===== config.mk =====
export PLATFORM = sky130hd
export DESIGN_NAME = hpdmc_idelay_seq
export DESIGN_NICKNAME = d
export VERILOG_FILES = /design/src/rtl/hpdmc_idelay_seq.sv
export SDC_FILE = /design/constraint.sdc
export NUM_CORES = 1
export LEC_CHECK = 0
export ABC_AREA = 0
export BUFFER_PORTS_ARGS = -buffer_cell sky130_fd_sc_hd__buf_2
export CAP_MARGIN = 20
export CORE_UTILIZATION = 63
export CTS_CLUSTER_SIZE = 25
export DETAILED_ROUTE_END_ITERATION = 10
export GPL_TIMING_DRIVEN = 0
export PLACE_DENSITY_LB_ADDON = 0.08
export SYNTH_ARGS = -nofsm -noshare
export SYNTH_HDL_FRONTEND = slang
export SYNTH_SLANG_ARGS = --single-unit
export TNS_END_PERCENT = 10

===== constraint.sdc =====
create_clock -name sys_clk -period 10.2 [get_ports sys_clk]
set_clock_uncertainty 0.05 [all_clocks]
set_input_delay 0 -clock sys_clk [delete_from_list [all_inputs] [get_ports sys_clk]]
set_output_delay 0 -clock sys_clk [all_outputs]
set_load 0.05 [all_outputs]

===== src/rtl/hpdmc_idelay_seq.sv =====
// -----------------------------------------------------------------------------
// hpdmc_idelay_seq
//
// Tap-control sequencer for the 16-bit DQ IODELAY2 bank of the HPDMC PHY.
// Turns CSR commands (NOP / CAL / RST / MOVE) into correctly spaced
// single-cycle pulses on the shared CAL, RST, CE and INC pins. It also keeps a
// software-visible copy of the tap position, because the delay bank reports
// neither its position nor BUSY.
//
// Ports
//   sys_clk, sys_rst_n          clock (also the delay bank CLK), async active-low reset
//   cmd_valid / cmd_ready       command handshake; ready only while idle
//   cmd_op, cmd_dir, cmd_count  0=NOP 1=CAL 2=RST 3=MOVE; MOVE direction and step count
//   done                        one-cycle completion pulse, coincident with cmd_ready rising
//   sat                         sticky clip flag; cleared by the next accepted command
//   tap_pos                     tracked tap position
//   idly_cal/rst/ce/inc         delay bank control pins (all registered)
//
// Optional build macro: HPDMC_IDELAY_AUTOCAL_EN
//   When defined, a counter that advances only while idle self-issues a CAL
//   after AUTOCAL_PERIOD idle cycles. The CAL runs without a done pulse and
//   leaves sat alone. An external command on the terminal cycle wins.
// -----------------------------------------------------------------------------
module hpdmc_idelay_seq #(
    parameter int TAP_W    = 8,
    parameter int MAX_TAP  = 255,
    parameter int SETTLE   = 16,
    parameter int STEP_GAP = 2
`ifdef HPDMC_IDELAY_AUTOCAL_EN
    ,
    parameter int AUTOCAL_PERIOD = 65535
`endif
) (
    input  logic             sys_clk,
    input  logic             sys_rst_n,
    input  logic             cmd_valid,
    output logic             cmd_ready,
    input  logic [1:0]       cmd_op,
    input  logic             cmd_dir,
    input  logic [TAP_W-1:0] cmd_count,
    output logic             done,
    output logic             sat,
    output logic [TAP_W-1:0] tap_pos,
    output logic             idly_cal,
    output logic             idly_rst,
    output logic             idly_ce,
    output logic             idly_inc
);

    localparam logic [2:0] S_IDLE = 3'd0;
    localparam logic [2:0] S_CAL  = 3'd1;
    localparam logic [2:0] S_RST  = 3'd2;
    localparam logic [2:0] S_WAIT = 3'd3;
    localparam logic [2:0] S_MOVE = 3'd4;

    localparam logic [1:0] OP_NOP  = 2'd0;
    localparam logic [1:0] OP_CAL  = 2'd1;
    localparam logic [1:0] OP_RST  = 2'd2;
    localparam logic [1:0] OP_MOVE = 2'd3;

    localparam logic [7:0]       SETTLE_M1 = 8'(SETTLE - 1);
    localparam logic [7:0]       GAP_M1    = 8'(STEP_GAP - 1);
    localparam logic [TAP_W-1:0] TAP_MAX   = TAP_W'(MAX_TAP);
    localparam logic [TAP_W-1:0] TAP_ONE   = TAP_W'(1);

    logic [2:0]       state_q, state_d;
    logic [TAP_W-1:0] tap_q, tap_d;
    logic [TAP_W-1:0] rem_q, rem_d;
    logic [7:0]       gap_q, gap_d;
    logic [7:0]       cnt_q, cnt_d;
    logic             dir_q, dir_d;
    logic             sat_q, sat_d;
    logic             done_q, done_d;
    logic             ready_q, ready_d;
    logic             cal_q, cal_d;
    logic             rst_q, rst_d;
    logic             ce_q, ce_d;
    logic             inc_q, inc_d;

    logic             accept_s;
    logic             step_go_s;
    logic [TAP_W-1:0] step_rem_s;
    logic             step_dir_s;
    logic             at_lim_s;

`ifdef HPDMC_IDELAY_AUTOCAL_EN
    localparam int            AC_W  = $clog2(AUTOCAL_PERIOD + 1);
    localparam logic [AC_W-1:0] AC_TC = AC_W'(AUTOCAL_PERIOD - 1);
    logic [AC_W-1:0] ac_q, ac_d;
    logic            auto_q, auto_d;
    logic            ac_tc_s;
`endif

    // Next-state, tap tracking and registered-output computation.
    always_comb begin
        state_d    = state_q;
        tap_d      = tap_q;
        rem_d      = rem_q;
        gap_d      = gap_q;
        cnt_d      = cnt_q;
        dir_d      = dir_q;
        sat_d      = sat_q;
        done_d     = 1'b0;
        cal_d      = 1'b0;
        rst_d      = 1'b0;
        ce_d       = 1'b0;
        step_go_s  = 1'b0;
        step_rem_s = rem_q;
        step_dir_s = dir_q;
        accept_s   = cmd_valid & ready_q;
`ifdef HPDMC_IDELAY_AUTOCAL_EN
        ac_d    = ac_q;
        auto_d  = auto_q;
        ac_tc_s = (ac_q == AC_TC);
`endif

        case (state_q)
            S_IDLE: begin
                if (accept_s) begin
                    sat_d = 1'b0;
                    dir_d = cmd_dir;
`ifdef HPDMC_IDELAY_AUTOCAL_EN
                    auto_d = 1'b0;
                    ac_d   = ac_tc_s ? '0 : ac_q;
`endif
                    // NOP and zero-length moves finish on the accept edge, so
                    // done and cmd_ready appear together one cycle later.
                    case (cmd_op)
                        OP_NOP: begin
                            done_d = 1'b1;
                        end
                        OP_CAL: begin
                            state_d = S_CAL;
                            cal_d   = 1'b1;
                        end
                        OP_RST: begin
                            state_d = S_RST;
                            rst_d   = 1'b1;
                            tap_d   = '0;
                        end
                        OP_MOVE: begin
                            step_go_s  = 1'b1;
                            step_rem_s = cmd_count;
                            step_dir_s = cmd_dir;
                        end
                        default: begin
                            done_d = 1'b1;
                        end
                    endcase
                end
`ifdef HPDMC_IDELAY_AUTOCAL_EN
                else if (ac_tc_s) begin
                    state_d = S_CAL;
                    cal_d   = 1'b1;
                    auto_d  = 1'b1;
                    ac_d    = '0;
                end else begin
                    ac_d = ac_q + AC_W'(1);
                end
`else
                else begin
                    state_d = S_IDLE;
                end
`endif
            end
            S_CAL, S_RST: begin
                state_d = S_WAIT;
                cnt_d   = SETTLE_M1;
            end
            S_WAIT: begin
                if (cnt_q == 8'd0) begin
                    state_d = S_IDLE;
`ifdef HPDMC_IDELAY_AUTOCAL_EN
                    done_d  = ~auto_q;
`else
                    done_d  = 1'b1;
`endif
                end else begin
                    cnt_d = cnt_q - 8'd1;
                end
            end
            S_MOVE: begin
                if (gap_q != 8'd0) begin
                    gap_d = gap_q - 8'd1;
                end else begin
                    step_go_s = 1'b1;
                end
            end
            default: begin
                state_d = S_IDLE;
            end
        endcase

        // One move slot: finish, clip, or emit a CE pulse. Shared by the
        // accept edge (first slot) and the end of every gap.
        at_lim_s = step_dir_s ? (tap_q == TAP_MAX) : (tap_q == '0);
        if (step_go_s) begin
            if (step_rem_s == '0) begin
                state_d = S_IDLE;
                done_d  = 1'b1;
            end else if (at_lim_s) begin
                state_d = S_IDLE;
                done_d  = 1'b1;
                sat_d   = 1'b1;
            end else begin
                state_d = S_MOVE;
                ce_d    = 1'b1;
                tap_d   = step_dir_s ? (tap_q + TAP_ONE) : (tap_q - TAP_ONE);
                rem_d   = step_rem_s - TAP_ONE;
                gap_d   = GAP_M1;
            end
        end else begin
            ce_d = 1'b0;
        end

        inc_d   = (state_d == S_MOVE) ? dir_d : 1'b0;
        ready_d = (state_d == S_IDLE);
    end

    // Sequencer state and output registers.
    always_ff @(posedge sys_clk or negedge sys_rst_n) begin
        if (!sys_rst_n) begin
            state_q <= S_IDLE;
            tap_q   <= '0;
            rem_q   <= '0;
            gap_q   <= 8'd0;
            cnt_q   <= 8'd0;
            dir_q   <= 1'b0;
            sat_q   <= 1'b0;
            done_q  <= 1'b0;
            ready_q <= 1'b1;
            cal_q   <= 1'b0;
            rst_q   <= 1'b0;
            ce_q    <= 1'b0;
            inc_q   <= 1'b0;
        end else begin
            state_q <= state_d;
            tap_q   <= tap_d;
            rem_q   <= rem_d;
            gap_q   <= gap_d;
            cnt_q   <= cnt_d;
            dir_q   <= dir_d;
            sat_q   <= sat_d;
            done_q  <= done_d;
            ready_q <= ready_d;
            cal_q   <= cal_d;
            rst_q   <= rst_d;
            ce_q    <= ce_d;
            inc_q   <= inc_d;
        end
    end

`ifdef HPDMC_IDELAY_AUTOCAL_EN
    // Idle-time recalibration counter and self-issued-CAL marker.
    always_ff @(posedge sys_clk or negedge sys_rst_n) begin
        if (!sys_rst_n) begin
            ac_q   <= '0;
            auto_q <= 1'b0;
        end else begin
            ac_q   <= ac_d;
            auto_q <= auto_d;
        end
    end
`endif

    assign cmd_ready = ready_q;
    assign done      = done_q;
    assign sat       = sat_q;
    assign tap_pos   = tap_q;
    assign idly_cal  = cal_q;
    assign idly_rst  = rst_q;
    assign idly_ce   = ce_q;
    assign idly_inc  = inc_q;

endmodule

==> After elaboration in Yosys (flattened, before gate mapping) <==
Cells that the tools add are included.
{ "totals": {"out_inout_bits": 15, "elab_cells": 98, "reg_bits": 43, "inputBits": 14} }
{ "classes": {"n_mux": 56, "bitwise_logic": 3, "addsub": 5, "n_reduce_logical": 11, "n_eq_ne": 10} }
{ "op_table": {"columns": ["op", "n"], "rows": [
  ["$mux W8", 16],
  ["$sub A8 B1 Y8 const B", 4],
  ["$mux W1", 30],
  ["$logic_not A8 Y1", 3],
  ["$pmux W8 S2", 1],
  ["$mux W3", 5],
  ["$pmux W3 S4", 1],
  ["$add A8 B1 Y8 const B", 1],
  ["$eq A8 B8 Y1 const B", 1],
  ["$reduce_bool A8 Y1", 1],
  ["$eq A3 B2 Y1 const B", 2],
  ["$eq A3 B3 Y1 const B", 2],
  ["$logic_not A3 Y1", 2],
  ["$pmux W3 S2", 1],
  ["$eq A2 B2 Y1 const B", 2],
  ["$pmux W1 S2", 2],
  ["$eq A3 B1 Y1 const B", 1],
  ["$reduce_and A3 Y1", 1],
  ["$eq A2 B1 Y1 const B", 1],
  ["$logic_not A2 Y1", 1],
  ["$ne A2 B2 Y1 const B", 1],
  ["$not A1 Y1", 2],
  ["$reduce_and A2 Y1", 1],
  ["$reduce_bool A2 Y1", 1],
  ["other kinds (2)", 2]
]} }

==> Logic depth before layout (Yosys ltp) <==
Gate-level depths: netlist of run 1.
{ "logic_depth": {"ltp_word": 10, "mapped_depth": 14, "mapped_depth_nobuf": 12} }

==> Least setup slack after synthesis of run 1 <==
OpenSTA, ideal clock, no wires.
{ "synth_path": {"path_kind": "reg2reg", "start": "reg state_q[0]", "end": "reg tap_q[4] (netlist: tap_pos[4])", "t_required_ps": 10026, "stages_incl_launch_ff": 14, "n_path_buf": 2, "arrival_ps": 3384, "slack_ps": 6642, "setup_ps": 124, "synth_period_minus_slack_ps": 3558, "path_cell_list": "dfrtp_1 -> buf_2 -> or3b_2 -> nor2_1 -> clkbuf_1 -> mux2i_1 -> ha_1 -> nor4b_1 -> nand4_1 -> o211ai_2 -> a211o_4 -> clkinv_2 -> and3_1 -> a211o_1"} }
{ "synth_via": {"elab_chain_cells": 6, "elab_cells_between_ends": 12, "cone_classes": "1 x eq/ne; 9 x mux; 2 x reduce/logical"} }
{ "synth_lines": {"columns": ["element", "line_no", "text"], "rows": [
  ["start, declared", "66", "logic [2:0] state_q, state_d;"],
  ["start signal, assigned", "237", "state_q <= state_d;"],
  ["$logic_not A3 Y1", "117", "case (state_q)"],
  ["$mux W1", "117", null],
  ["$mux W8 / $mux W1 (equally long branches)", "208, 196", null],
  ["$mux W8", "201", "end else if (at_lim_s) begin"],
  ["$mux W8", "198", "if (step_rem_s == '0) begin"],
  ["$mux W8 *", "197", "if (step_go_s) begin"],
  ["via tap_d[4]", "67", "logic [TAP_W-1:0] tap_q, tap_d;"],
  ["end signal, assigned", "238", "tap_q <= tap_d;"],
  ["end, declared", "67", null]
]} }
The timed path passes the listed nets; every way through them passes the cells marked *.
A chain may end at the register's enable or synchronous reset.

==> Worst setup path in the final report of run 1 <==
{ "layout_path": {"start": "reg state_q[0]", "end": "reg tap_q[7] (netlist: tap_pos[7])"} }
Same word-level chain as after synthesis.

==> results of run 1 <==
==> cell usage after synthesis (4+ instances only) <==
master	count	area, sq um
a211o_1	5	43.8
a21oi_1	16	80.1
a31oi_1	6	37.5
and3_1	10	62.6
buf_2	4	20.0
clkbuf_1	5	18.8
dfrtp_1	42	1050
ha_1	10	125
inv_1	11	41.3
mux2i_1	7	70.1
nand2_1	20	75.1
nand2b_1	4	25.0
nand3_1	5	25.0
nor2_1	33	124
nor3_1	20	100
nor4_1	6	37.5
nor4b_1	4	35.0
o21ai_0	9	45.0
or3_1	8	50.1
or4_1	4	30.0
xnor2_1	8	70.1
xor2_1	5	43.8
==> sequential cells by signal, summed over array words and instances, names as in the netlist <==
name       count
cmd_ready      1
cnt_q          8
dir_q          1
done           1
gap_q          8
idly_cal       1
idly_ce        1
idly_inc       1
idly_rst       1
rem_q          8
sat            1
state_q        3
tap_pos        8
==> path summary, 6_finish.rpt <==
kind / endpoint / depth (start not counted) / start
worst min-delay path: rem_q[7] / 4 / cmd_count[7]
worst min register to register: dir_q / 1 / dir_q
worst max-delay path: tap_pos[7] / 13 / state_q[0]
min in group asynchronous: tap_pos[4] / 2 / sys_rst_n
max in group asynchronous: gap_q[4] / 2 / sys_rst_n
worst max register to register: tap_pos[7] / 13 / state_q[0]
==> cell type report <==
| class | instances | area [sq um] | share of cell area, % |
|---|---|---|---|
| Clock buffer | 5 | 68.8 | 2.28 |
| Buffer | 12 | 61.3 | 2.03 |
| Multi-Input combinational cell | 230 | 1510 | 50.2 |
| Sequential cell | 43 | 1080 | 35.7 |
| Timing Repair Buffer | 31 | 170 | 5.64 |
| Tap cell | 50 | 62.6 | 2.07 |
| Clock inverter | 3 | 15.0 | 0.498 |
| Inverter | 12 | 46.3 | 1.54 |
==> power groups by stage <==
stage / Sequential [mW] / Combinational, mW / Clock (mW)
final: 0.170 / 0.0125 / 0.107
after global routing: 0.170 / 0.0142 / 0.116
after detailed placement: 0.174 / 0.0116 / 0
after global placement: 0.174 / 0.0115 / 0
after CTS: 0.170 / 0.0125 / 0.110
after floorplan: 0.174 / 0.00358 / 0
==> cell families after synthesis <==
| kind of cell | after synthesis | share of synthesized area (%) |
|---|---|---|
| simple gates | 131 | 26.4 |
| compound gates | 67 | 17.4 |
| flops | 43 | 39.9 |
| buf+inv | 24 | 3.99 |
| xor+xnor | 13 | 4.22 |
| fa+ha+maj | 10 | 4.64 |
| mux | 9 | 3.43 |
==> per-layer routing <==
metal,up-vias,share of wire [%]
met3,7,2.6
met2,53,50
met1,1112,46
li1,1164,-
met5,-,0
met4,0,1.3
==> per-stage QoR <==
step	hold WS (ns)	worst slack (ns)	power (mW)	cells
detailed placement	0.150	6.07	0.185	375
finish	0.0590	6.01	0.290	386
global route	0.103	5.67	0.301	386
floorplan	-0.346	6.64	0.177	297
CTS	0.0584	6.09	0.293	386
global placement	0.137	6.15	0.185	375
==> critical path, cell delays in order (launching register included) <==
cell and delay, ns:
dfrtp_1 0.39, buf_2 0.18, or3b_2 0.52, nor2_1 0.25, clkbuf_1 0.43, mux2i_1 0.30
ha_1 0.31, nor4b_1 0.50, nand4_1 0.22, o211ai_2 0.15, a211o_4 0.18, clkinv_2 0.14
and3_1 0.20, a211o_1 0.27
==> results by group, run 1 <==
Yosys
  – Syn_area_per_cell: slightly above 9 sq um
  – Number of flops mapped to enable cells by yosys: 0
  – Synth Warn #: 0
  – Mapped cell area: between 0.002 and 0.003 sq mm
  – Flops & latches, synth: 43
  – Syn nets: about 320
  – Top_reg_cell synth: dfrtp_1
  – Unique masters post-synth: 64
  – Synthesized instance count: between 200 and 300
  – Async S/R FF share, synth: 100%
  – Sequential area share after synthesis: 39.9%

Timing
  – Max_slew headroom: about 35%
  – Crit share post-route: approximately two fifths
  – Maximum clock rate: 0.239 GHz
  – Setup-failing EPs final: 0
  – RSZ-0062 raised after global routing: false
  – TNS Setup: 0 ns
  – Hold Fails Final Rpt: 0
  – Worst Tran Pin Value: ~0.96 ns
  – Max Slew Vio Count: 0
  – Minimum clock period: around 4.2 ns

Clock network
  – Post_cts resized: 0
  – Setup Buffers After CTS: 0
  – Num CTS Buffers: 5
  – Worst-Skew Late Latency: 0.30 ns
  – Clock sinks: 43
  – CTS tree: done
  – CTS Hold Bufs: 3
  – CTS root buf: clkbuf_8
  – Max clock buf depth: 2
  – H-tree depth: 2
  – Worst-path clk slew: 0.09 ns

Layout
  – Most common cell after layout, fill and taps aside: dfrtp_1
  – Final std cell area, no fill: slightly above 0.003 sq mm
  – Share of cells above drive strength 1: 17.9%
  – Area Overhead vs Synth: 11.7%
  – Fin util: between 70% and 80%
  – # diodes: 0
  – Fillers: just over 300
  – Commonest non-fill, non-tap cells in the layout: 42 x dfrtp_1, 33 x nor2_1, 32 x buf_2
  – Fin nets: 359

Global route
  – Initial antenna violation count: 0
  – Met3 Resource Use GR: between 4 and 5%
  – Grt met1 use: between 30% and 40%
  – Met2 Usage GRT: between 40 and 50%
  – Vias in the first global route: between 2000 and 2500
  – Largest net degree at the start of global routing: between 40 and 50
  – First-pass GRT wire length: 9710 um
  – Global router's overall resource usage: between 20% and 30%
  – Final global-route overflow total: 0
  – Global routing's busiest layer: met2

Critical path
  – Critical Path End Type: flop
  – Startpoint class of the critical path: flop
  – Crit path DAT: ~4.3 ns
  – R2R Setup Slk: 6.01 ns
  – Worst Path Required: around 10 ns
  – Crit path max fanout: 10
  – Crit path kind: flop to flop

Drt
  – Routed Antenna Nets: 0
  – Final WL: between 5000 and 6000 um
  – Drt pass-1 iters: 4
  – Drt initial violations: ~180
  – Via density per instance: around 6.1
  – Routed len/inst: approximately 15 um
  – Residual DRC: 0
  – Vias after detailed routing: approximately 2300

Job
  – Max Cap Viol: 0

Power
  – Static Leak: 1.47 nW
  – Switching Fraction: 23.5%
  – Clk pwr share: approximately 37%
  – Net load switching power: slightly below 0.07 mW
  – Pint: 0.222 mW
  – PwrDens: approximately 96 mW/mm^2
  – Part of the power in registers: around 60%
  – Combinational Power Share: roughly 4.3%
  – Peak VDD IR: ~0.073 mV

Floorplanning
  – Rows: 23
  – Die H: 67.5 um
  – Ports: 29
  – Starting Density: between 60% and 70%
  – Core area: between 0.004 and 0.005 sq mm
  – Die width: roughly 67 um
  – Die ar.: ~0.0045 sq mm

Placement
  – Placement Cell Area: around 0.0029 sq mm
  – # port buffers: 28
  – Routability congestion estimate: about 0.83
  – Dpl hpwl: approximately 4300 um

Status
  – Status: finished, final reports clean

Hold path
  – Hold WC Path Type: input port to flop
Note: power is estimated with default switching activity, not from simulation.
==> run 2, diff against run 1 <==
- CORE_UTILIZATION: 63 -> 53
- clock period: 10.2 -> 3.8 ns (I/O delays scaled with it)
==> results by group, run 2 (synthesized netlist as in run 1, its figures left out) <==
Status
  – Status: finished, final reports clean (unchanged)

Global route
  – Global router's overall resource usage: 24.6% (was 28.8%)
  – Final global-route overflow total: 0 (unchanged)
  – Largest net degree at the start of global routing: 44 (unchanged)
  – Vias in the first global route: 2193 (was 2120)
  – First-pass GRT wire length: 10100 um (was 9710 um)
  – Initial antenna violation count: 0 (unchanged)

Clock network
  – CTS tree: done (unchanged)
  – Clock sinks: 43 (unchanged)
  – Worst-Skew Late Latency: 0.30 ns (about the same)
  – H-tree depth: 2 (unchanged)
  – Num CTS Buffers: 5 (unchanged)
  – Worst-path clk slew: 0.09 ns (about the same)
  – Max clock buf depth: 2 (unchanged)
  – CTS root buf: clkbuf_8 (unchanged)

Floorplanning
  – Core area: 0.00482 sq mm (was 0.00406 sq mm)
  – Die H: 73.4 um (was 67.5 um)
  – Die ar.: 0.00538 sq mm (was 0.00455 sq mm)
  – Rows: 25 (was 23)
  – Ports: 29 (unchanged)
  – Die width: 73.4 um (was 67.5 um)
  – Starting Density: 56.0% (was 66.5%)

Timing
  – Crit share post-route: 93.7% (was 41.1%)
  – Worst Tran Pin Value: 0.941 ns (was 0.956 ns)
  – Max Slew Vio Count: 0 (unchanged)
  – Hold Fails Final Rpt: 0 (unchanged)
  – Max_slew headroom: 36.5% (was 35.4%)
  – Minimum clock period: 3.56 ns (was 4.19 ns)
  – PnR worst setup slack: 0.240 ns (was 6.01 ns)
  – RSZ-0062 raised after global routing: false (unchanged)
  – Setup-failing EPs final: 0 (unchanged)
  – Worst hold slack: 0.0520 ns (was 0.0590 ns)
  – Maximum clock rate: 0.281 GHz (was 0.239 GHz)

Power
  – Static Leak: 1.53 nW (was 1.47 nW)
  – PwrDens: 275 mW/mm^2 (was 96.1 mW/mm^2)
  – Peak VDD IR: 0.232 mV (was 0.0729 mV)
  – Total power: 0.863 mW (was 0.290 mW)

Hold path
  – Hold WC Path Type: input port to asynchronous set/reset pin (was input port to flop)

Placement
  – # port buffers: 28 (unchanged)
  – Placed Instances: 392 (was 375)
  – Routability congestion estimate: 0.866 (was 0.834)
  – Dpl hpwl: 4370 um (was 4260 um)
  – Placement Cell Area: 0.00292 sq mm (was 0.00290 sq mm)
  – Post-Place Worst Slack: -0.586 ns (was 6.07 ns)

Critical path
  – Critical Path End Type: flop (unchanged)
  – Crit path max fanout: 10 (unchanged)
  – Startpoint class of the critical path: flop (unchanged)
  – Worst Path Required: 3.94 ns (was 10.33 ns)
  – R2R Setup Slk: 0.24 ns (was 6.01 ns)
  – Crit path kind: flop to flop (unchanged)
  – Crit path DAT: 3.70 ns (was 4.33 ns)
  – R2R cell count: 13 (unchanged)
  – Worst reg2reg startpoint: state_q[0] (unchanged)
  – Crit path from: state_q[0] (unchanged)
  – R2R Path End: tap_pos[4] (was tap_pos[7])

Drt
  – Routed Antenna Nets: 0 (unchanged)
  – Vias after detailed routing: 2358 (was 2336)
  – Residual DRC: 0 (unchanged)
  – Drt pass-1 iters: 5 (was 4)
  – Routed len/inst: 15.1 um (was 15.3 um)
  – Final WL: 6130 um (was 5890 um)
  – Via density per instance: 5.82 (was 6.05)
  – Drt initial violations: 134 (was 181)

Layout
  – # diodes: 0 (unchanged)
  – Most common cell after layout, fill and taps aside: dfrtp_1 (unchanged)
  – Fillers: 425 (was 309)
  – Final std cell area, no fill: 0.00314 sq mm (was 0.00302 sq mm)
  – Non-Filler Instances: 405 (was 386)
  – Fin nets: 361 (was 359)
  – Register area: 0.00108 sq mm (unchanged)
  – Multi-input gate area: 0.00155 sq mm (was 0.00151 sq mm)
  – Share of cells above drive strength 1: 20.1% (was 17.9%)
  – Commonest non-fill, non-tap cells in the layout: 42 x dfrtp_1, 32 x buf_2, 32 x nor2_1 (was 42 x dfrtp_1, 33 x nor2_1, 32 x buf_2)
  – Area Overhead vs Synth: 16.3% (was 11.7%)

Job
  – Max Cap Viol: 0 (unchanged)
-- run 2: changes by cell type in the layout (fill, tap and decap cells not counted), sizes merged --
cell    before  now
clkbuf      10    9
bufinv       0    1
buf         35   38
clkinv       4    3
-- run 2: stage by stage --
| step | setup TNS, ns | utilization, % |
|---|---|---|
| after detailed placement | -12.36 | 60.7 |
| after global placement | -9.04 | 60.7 |
| after global routing | 0 | 65.1 |
| final | 0 | 65.1 |
| after CTS | 0 | 64.2 |
| after floorplan | 0 | - |
-- run 2: metal layers --
layer  global-route usage (%)  share of wire, %
met3                     4.25               3.6
met4                     7.48               1.1
met1                     33.5                49
met5                        0                 0
met2                     40.2                47
-- run 2: worst max-delay path by stage --
| stage | depth (start not counted) | slack [ns] | to |
|---|---|---|---|
| 2_1_floorplan | 13 | 0.24 | tap_pos[7] |
| 3_3_place_gp | 12 | -0.46 | rem_q[5] |
| 3_5_place_dp | 12 | -0.59 | rem_q[5] |
| 4_1_cts | 13 | 0.04 | tap_pos[5] |
| 5_1_grt | 13 | 0.03 | tap_pos[4] |
| 6_report | 13 | 0.24 | tap_pos[4] |
-- run 2: cell type report --
cell class	count	share of cell area (%)
Buffer	12	2.11
Clock buffer	5	2.19
Clock inverter	3	1.40
Inverter	12	1.48
Multi-Input combinational cell	230	49.5
Sequential cell	43	34.3
Tap cell	67	2.67
Timing Repair Buffer	33	6.30
-- run 2: report_power, final --
| part | switching, mW | leakage, nW | internal [mW] | total, mW |
|---|---|---|---|---|
| combinational | 0.0238 | 0.915 | 0.0149 | 0.0387 |
| sequential | 0 | 0.557 | 0.457 | 0.457 |
| clock | 0.171 | 0.0581 | 0.196 | 0.367 |
| total | 0.195 | 1.53 | 0.668 | 0.863 |
-- run 2: critical path, stage by stage (launching register included) --
cell and delay, ns:
dfrtp_1 0.39, buf_2 0.18, or3b_2 0.54, nor2_4 0.16, buf_4 0.20, mux2i_1 0.26, ha_2 0.28, nor4b_4 0.24
nand4_1 0.19, o211ai_2 0.16, a211o_4 0.19, clkinv_2 0.14, and3_1 0.20, a211o_1 0.26
-- run 2: what timing repair did --
item | 4_1_cts | 5_1_grt
hold endpoints to repair | 44 | 0
buffers inserted | 0 | 1
resized for setup | 7 | 4
hold buffers | 3 | 0
pin swaps | 0 | 1
setup endpoints to repair | 29 | 19
